$ cat src/rtl/ring_nic_if.sv
// Processor register bus and router handshake of the ring NIC, grouped into one bundle.
// The NIC side uses the slave modport; the processor/router side uses master.
interface ring_nic_if #(
    parameter int PAC_SIZE = 64
);
    logic                polarity;
    logic [1:0]          addr;
    logic [PAC_SIZE-1:0] d_in;
    logic [PAC_SIZE-1:0] d_out;
    logic                nicEn;
    logic                nicWrEn;
    logic                net_si;
    logic                net_ro;
    logic [PAC_SIZE-1:0] net_di;
    logic                net_so;
    logic                net_ri;
    logic [PAC_SIZE-1:0] net_do;

    modport master (
        output polarity, addr, d_in, nicEn, nicWrEn, net_si, net_di, net_ri,
        input  d_out, net_ro, net_so, net_do
    );

    modport slave (
        input  polarity, addr, d_in, nicEn, nicWrEn, net_si, net_di, net_ri,
        output d_out, net_ro, net_so, net_do
    );
endinterface

$ cat src/rtl/ring_nic_ctrl.sv
// Ring network interface: one-deep output buffer injected on the matching ring
// polarity, one-deep input buffer drained by a read-to-clear of register 0.
module ring_nic_ctrl #(
    parameter int PAC_SIZE = 64
) (
    input logic         clk,
    input logic         reset,
    ring_nic_if.slave   bus
);
    logic [PAC_SIZE-1:0] out_buf;
    logic [PAC_SIZE-1:0] in_buf;
    logic                out_full;
    logic                in_full;

    logic rd_en;
    logic wr_out;
    logic rd_clear;
    logic send;
    logic capture;

    assign rd_en    = bus.nicEn & ~bus.nicWrEn;
    // A write into a full output buffer is dropped, even if it drains this cycle.
    assign wr_out   = bus.nicEn & bus.nicWrEn & (bus.addr == 2'd2) & ~out_full;
    assign rd_clear = rd_en & (bus.addr == 2'd0) & in_full;
    assign send     = out_full & bus.net_ri & (out_buf[PAC_SIZE-1] == bus.polarity);
    assign capture  = bus.net_si & ~in_full;

    assign bus.net_so = send;
    assign bus.net_do = out_buf;
    assign bus.net_ro = ~in_full;

    always_ff @(posedge clk) begin
        if (reset) begin
            out_buf  <= '0;
            out_full <= 1'b0;
            in_buf   <= '0;
            in_full  <= 1'b0;
        end else begin
            if (wr_out) begin
                out_buf  <= bus.d_in;
                out_full <= 1'b1;
            end else if (send) begin
                out_full <= 1'b0;
            end

            if (capture) begin
                in_buf  <= bus.net_di;
                in_full <= 1'b1;
            end else if (rd_clear) begin
                in_full <= 1'b0;
            end
        end
    end

    always_comb begin
        bus.d_out = '0;
        if (rd_en) begin
            case (bus.addr)
                2'd0:    bus.d_out = in_buf;
                2'd1:    bus.d_out = {{(PAC_SIZE-1){1'b0}}, in_full};
                2'd2:    bus.d_out = out_buf;
                default: bus.d_out = {{(PAC_SIZE-1){1'b0}}, out_full};
            endcase
        end
    end
endmodule
$ cat src/flat_wrapper.sv
// flat-port wrapper written by rule: the top's interface ports become plain ports
module ring_nic_ctrl_flat 
#(
    parameter int PAC_SIZE = 64
)
  (clk, reset, bus_polarity, bus_addr, bus_d_in, bus_nicEn, bus_nicWrEn, bus_net_si, bus_net_di, bus_net_ri, bus_d_out, bus_net_ro, bus_net_so, bus_net_do);
  ring_nic_if #(.PAC_SIZE(PAC_SIZE)) bus_i ();
  input logic clk;
  input logic reset;
  input wire logic [$bits(bus_i.polarity)-1:0] bus_polarity;
  input wire logic [$bits(bus_i.addr)-1:0] bus_addr;
  input wire logic [$bits(bus_i.d_in)-1:0] bus_d_in;
  input wire logic [$bits(bus_i.nicEn)-1:0] bus_nicEn;
  input wire logic [$bits(bus_i.nicWrEn)-1:0] bus_nicWrEn;
  input wire logic [$bits(bus_i.net_si)-1:0] bus_net_si;
  input wire logic [$bits(bus_i.net_di)-1:0] bus_net_di;
  input wire logic [$bits(bus_i.net_ri)-1:0] bus_net_ri;
  output wire logic [$bits(bus_i.d_out)-1:0] bus_d_out;
  output wire logic [$bits(bus_i.net_ro)-1:0] bus_net_ro;
  output wire logic [$bits(bus_i.net_so)-1:0] bus_net_so;
  output wire logic [$bits(bus_i.net_do)-1:0] bus_net_do;
  assign bus_i.polarity = bus_polarity;
  assign bus_i.addr = bus_addr;
  assign bus_i.d_in = bus_d_in;
  assign bus_i.nicEn = bus_nicEn;
  assign bus_i.nicWrEn = bus_nicWrEn;
  assign bus_i.net_si = bus_net_si;
  assign bus_i.net_di = bus_net_di;
  assign bus_i.net_ri = bus_net_ri;
  assign bus_d_out = bus_i.d_out;
  assign bus_net_ro = bus_i.net_ro;
  assign bus_net_so = bus_i.net_so;
  assign bus_net_do = bus_i.net_do;
  ring_nic_ctrl #(.PAC_SIZE(PAC_SIZE)) u_core (.clk(clk), .reset(reset), .bus(bus_i));
endmodule
$ cat config.mk
export PLATFORM = sky130hd
export DESIGN_NAME = ring_nic_ctrl_flat
export DESIGN_NICKNAME = d
export VERILOG_FILES = /design/src/rtl/ring_nic_if.sv /design/src/rtl/ring_nic_ctrl.sv /design/src/flat_wrapper.sv
export SDC_FILE = /design/constraint.sdc
export NUM_CORES = 1
export LEC_CHECK = 0
export CELL_PAD_IN_SITES_DETAIL_PLACEMENT = 0
export CELL_PAD_IN_SITES_GLOBAL_PLACEMENT = 2
export CORE_MARGIN = 1
export CORE_UTILIZATION = 25
export DETAILED_ROUTE_END_ITERATION = 10
export PLACE_DENSITY_LB_ADDON = 0.1
export SLEW_MARGIN = 25
export SYNTH_ARGS = -nofsm -noshare
export SYNTH_HDL_FRONTEND = slang
export SYNTH_SLANG_ARGS = --single-unit
$ cat constraint.sdc
create_clock -name clk -period 2.8 [get_ports clk]
set_clock_uncertainty 0.2 [all_clocks]
set_input_delay 0.56 -clock clk [delete_from_list [all_inputs] [get_ports clk]]
set_output_delay 0.56 -clock clk [all_outputs]
set_load 0.01 [all_outputs]
==> impl_results.md <==
* Total power at 4660 uW
* Vias per std cell at 4.374
* Worst R2R Setup Slack at 1150 ps
* CP arrival at 1990 ps
* Initial antenna violation count at 0
* Sw Share at 25.39%
* Hold Fails Final Rpt at 0
* Die Wd at 155.1 um
* Gate Count Post-Synth at 648
* Wire per inst at 17.61 um
* Post-synth top area share at 44.41%
* Final min period at 2745 ps
* Levels on crit path at 8
* Crit path required time at 2040 ps
* Synth warn at 0
* Met1 wire length at 9316 um
* Power density over the cells at 482.7 nW/um2
* Slew HR at 71.28%
* Int Pwr at 3477 uW
* Met3 Wirelength at 1409 um
* Via count at 5437
* Critical path buffers and inverters at 5
* RSZ-0062 raised after global routing: false
* CTS Root Cell: clkbuf_16
* Synth cell types at 24
* VDD IR max at 322.4 uV
* Mapped Nets at 785
* CTS tree: built
* Sink Count at 130
* DRC at 0
* Setup TNS at 0 ps
* Comb pwr share at 13.0%
* Final wirelength at 21890 um
* Die area at 24060 um2
* Worst r2r src: u_core.out_full$_SDFFE_PP0P_
* CTS clk-pin slew, worst paths at 60 ps
* Main synth FF type: dfxtp_1
* R2R Path End: u_core.bus.net_do[36]$_SDFFE_PP0P_
* Worst-path fanout max at 8
* Routed Antenna Nets at 0
* Detailed placer's ending HPWL at 14330 um
* CP Capture Type: output pin
* Die height at 155.1 um
* Worst slew pin tran at 430.9 ps
* Ant diodes at 0
* Share of power burned in registers at 42.5%
* Top Family by Delay on Critical Path: buffers and inverters
* Mapped Avg Cell Area at 9.044 um2
* Htree depth at 4
* Fmax achieved at 364.3 MHz
* Initial Util at 25.65%
* Post-Syn Area at 5861 um2
* FFs w/ async S/R, synth at 0%
* Post-layout util at 42.25%
* Drt pass-1 iters at 4
* Startpoint Class: primary input
* Sequential fraction of the synthesis area at 44.41%
* Final setup viols at 0
* Cell Chain, Critical Path: dlygate4sd2_1 > nand2b_4 > buf_4 > nor2_4 > buf_6 > bufbuf_16 > a22o_1 > clkdlybuf4s15_1
* Gr ovfl total at 0
* Post-placement cell area at 8826 um2
* Post-synthesis register bit count at 130
* Global Route Usage Sum at 18.21%
* Hold Crit Class: register to register
* Fin crit share at 98.04%
* First-pass GRT wire length at 32840 um
* Met2 Routed Length at 10870 um
* Worst-Skew Late Latency at 410 ps
* CTS Buf Count at 17
* Status: completed
* Largest net degree at the start of global routing at 109
* Initial DRC count at 211
* Gpl congestion at 0.7605
* Worst stage delay on the critical path at 280 ps
* Slew Viols, Final at 0
* Row count at 55
* Post-synth EDFFs at 0
* Number of nets in the layout at 1054
* Ranking of synthesized cells by area: dfxtp_1, nand2b_1, mux2i_1
* P_sw at 1183 uW
* Clock Power Share at 44.5%
* Share of post-route cells with drive strength above 1 at 14.30%
* Final Cell Area at 9653 um2
* Ports at 267
* Buffers on Ports at 266
* LEAKAGE at 0.003631 uW
* Synthesis-to-finish area growth at 64.71%
* Post-synth top area cell: dfxtp_1
* Max Root-Sink Buffers at 2
* Slowest CP cell: bufbuf_16
* Top sig layer: met4
* Max-Cap Viols at 0
* Crit Path Category: primary input to output pin
* Setup crit end: bus_d_out[62]
* WHS at 251.5 ps
* Vias in the first global route at 5529
* CP startpoint: bus_nicWrEn
* Core area at 22850 um2
* FF-to-FF path depth at 4
## stage by stage
| step | cells | setup WS, ps |
|---|---|---|
| after floorplan | 648 | 616.2 |
| after global placement | 1190 | -492.6 |
| after detailed placement | 1190 | -540.6 |
| after CTS | 1243 | 6.566 |
| after global routing | 1243 | 1.954 |
| final | 1243 | 54.79 |
## metal layers
layer,up-vias,track usage [%]
met4,0,4.856
met1,2533,21.56
met5,-,0
met3,20,5.460
li1,2725,-
met2,159,31.81
## timing repair
action	in CTS	in global routing
hold buffers	0	0
setup buffers	14	0
gates cloned	8	0
pin swaps	3	0
gates resized for setup	230	10
setup endpoints to repair	64	10
## how the worst min path moves through the flow
stage	startpoint	endpoint	slack (ps)	cells after the start
CTS	u_core.in_buf[0]$_SDFFE_PP0P_	u_core.in_buf[0]$_SDFFE_PP0P_	250	2
global placement	u_core.in_buf[26]$_SDFFE_PP0P_	u_core.in_buf[26]$_SDFFE_PP0P_	240	2
finish	u_core.in_buf[0]$_SDFFE_PP0P_	u_core.in_buf[0]$_SDFFE_PP0P_	250	2
global route	u_core.in_buf[6]$_SDFFE_PP0P_	u_core.in_buf[6]$_SDFFE_PP0P_	270	2
floorplan	u_core.in_buf[0]$_SDFFE_PP0P_	u_core.in_buf[0]$_SDFFE_PP0P_	230	2
detailed placement	u_core.in_buf[0]$_SDFFE_PP0P_	u_core.in_buf[0]$_SDFFE_PP0P_	250	2
## tightest hold or removal path: cells and delay by family (launching register included)
family | cells | cell delay (ps)
flops | 1 | 300
compound gates | 1 | 50
simple gates | 1 | 50
## cells by family (layout without fill, tap and decap cells)
group | Yosys count | in the layout | share of synthesized area (%)
DFF | 130 | 130 | 44.41
muxes | 65 | 65 | 11.38
AOI/OAI and AO/OA | 130 | 130 | 15.31
and+or+nand+nor | 267 | 267 | 23.19
buffers and inverters | 55 | 337 | 5.572
xor gates and xnor gates | 1 | 1 | 0.1495
## synthesized netlist by cell type, types with 2 or more instances
cell	n
buf_12	5
mux2i_1	64
a21oi_1	64
a22o_1	63
nor2b_1	2
clkbuf_1	17
nand2_1	129
dfxtp_1	130
buf_1	8
nand2b_1	131
buf_2	22
## registers in the layout, indices dropped and copies added, names as in the netlist
name and count:
u_core.bus.net_do 64, u_core.in_buf 64, u_core.in_full 1, u_core.out_full 1
## cell usage in the layout (no fill, tap or decap), types with 2 or more instances in the layout
cell	netlist	routed
a21oi_1	64	64
a22o_1	63	63
buf_12	5	13
buf_16	0	5
buf_2	22	30
buf_4	1	12
buf_6	1	6
bufbuf_16	0	3
clkbuf_16	0	17
clkbuf_2	0	9
clkbuf_8	0	2
clkdlybuf4s15_1	0	9
clkdlybuf4s15_2	0	15
clkdlybuf4s50_1	0	197
clkinv_2	0	2
clkinv_4	0	3
clkinvlp_4	0	4
dfxtp_1	130	130
dlygate4sd2_1	0	3
inv_6	0	4
mux2i_1	64	64
nand2_1	129	129
nand2b_1	131	128
nand2b_4	0	2
nor3_4	1	2
## power by group through the flow
stage	Combinational, uW	Sequential [uW]	Clock [uW]
global route	659	1990	2240
detailed placement	575	2020	0
floorplan	244	2010	0
CTS	617	1980	2150
finish	607	1980	2070
global placement	566	2020	0
## area by class of cell
cell class,instances,area [um2]
Clock buffer,19,452.9
Clock inverter,13,101.3
Fill cell,2313,13190
Inverter,1,3.754
Multi-Input combinational cell,463,2968
Sequential cell,130,2603
Tap cell,313,391.6
Timing Repair Buffer,304,3133
(Power assumes the default switching activity.)
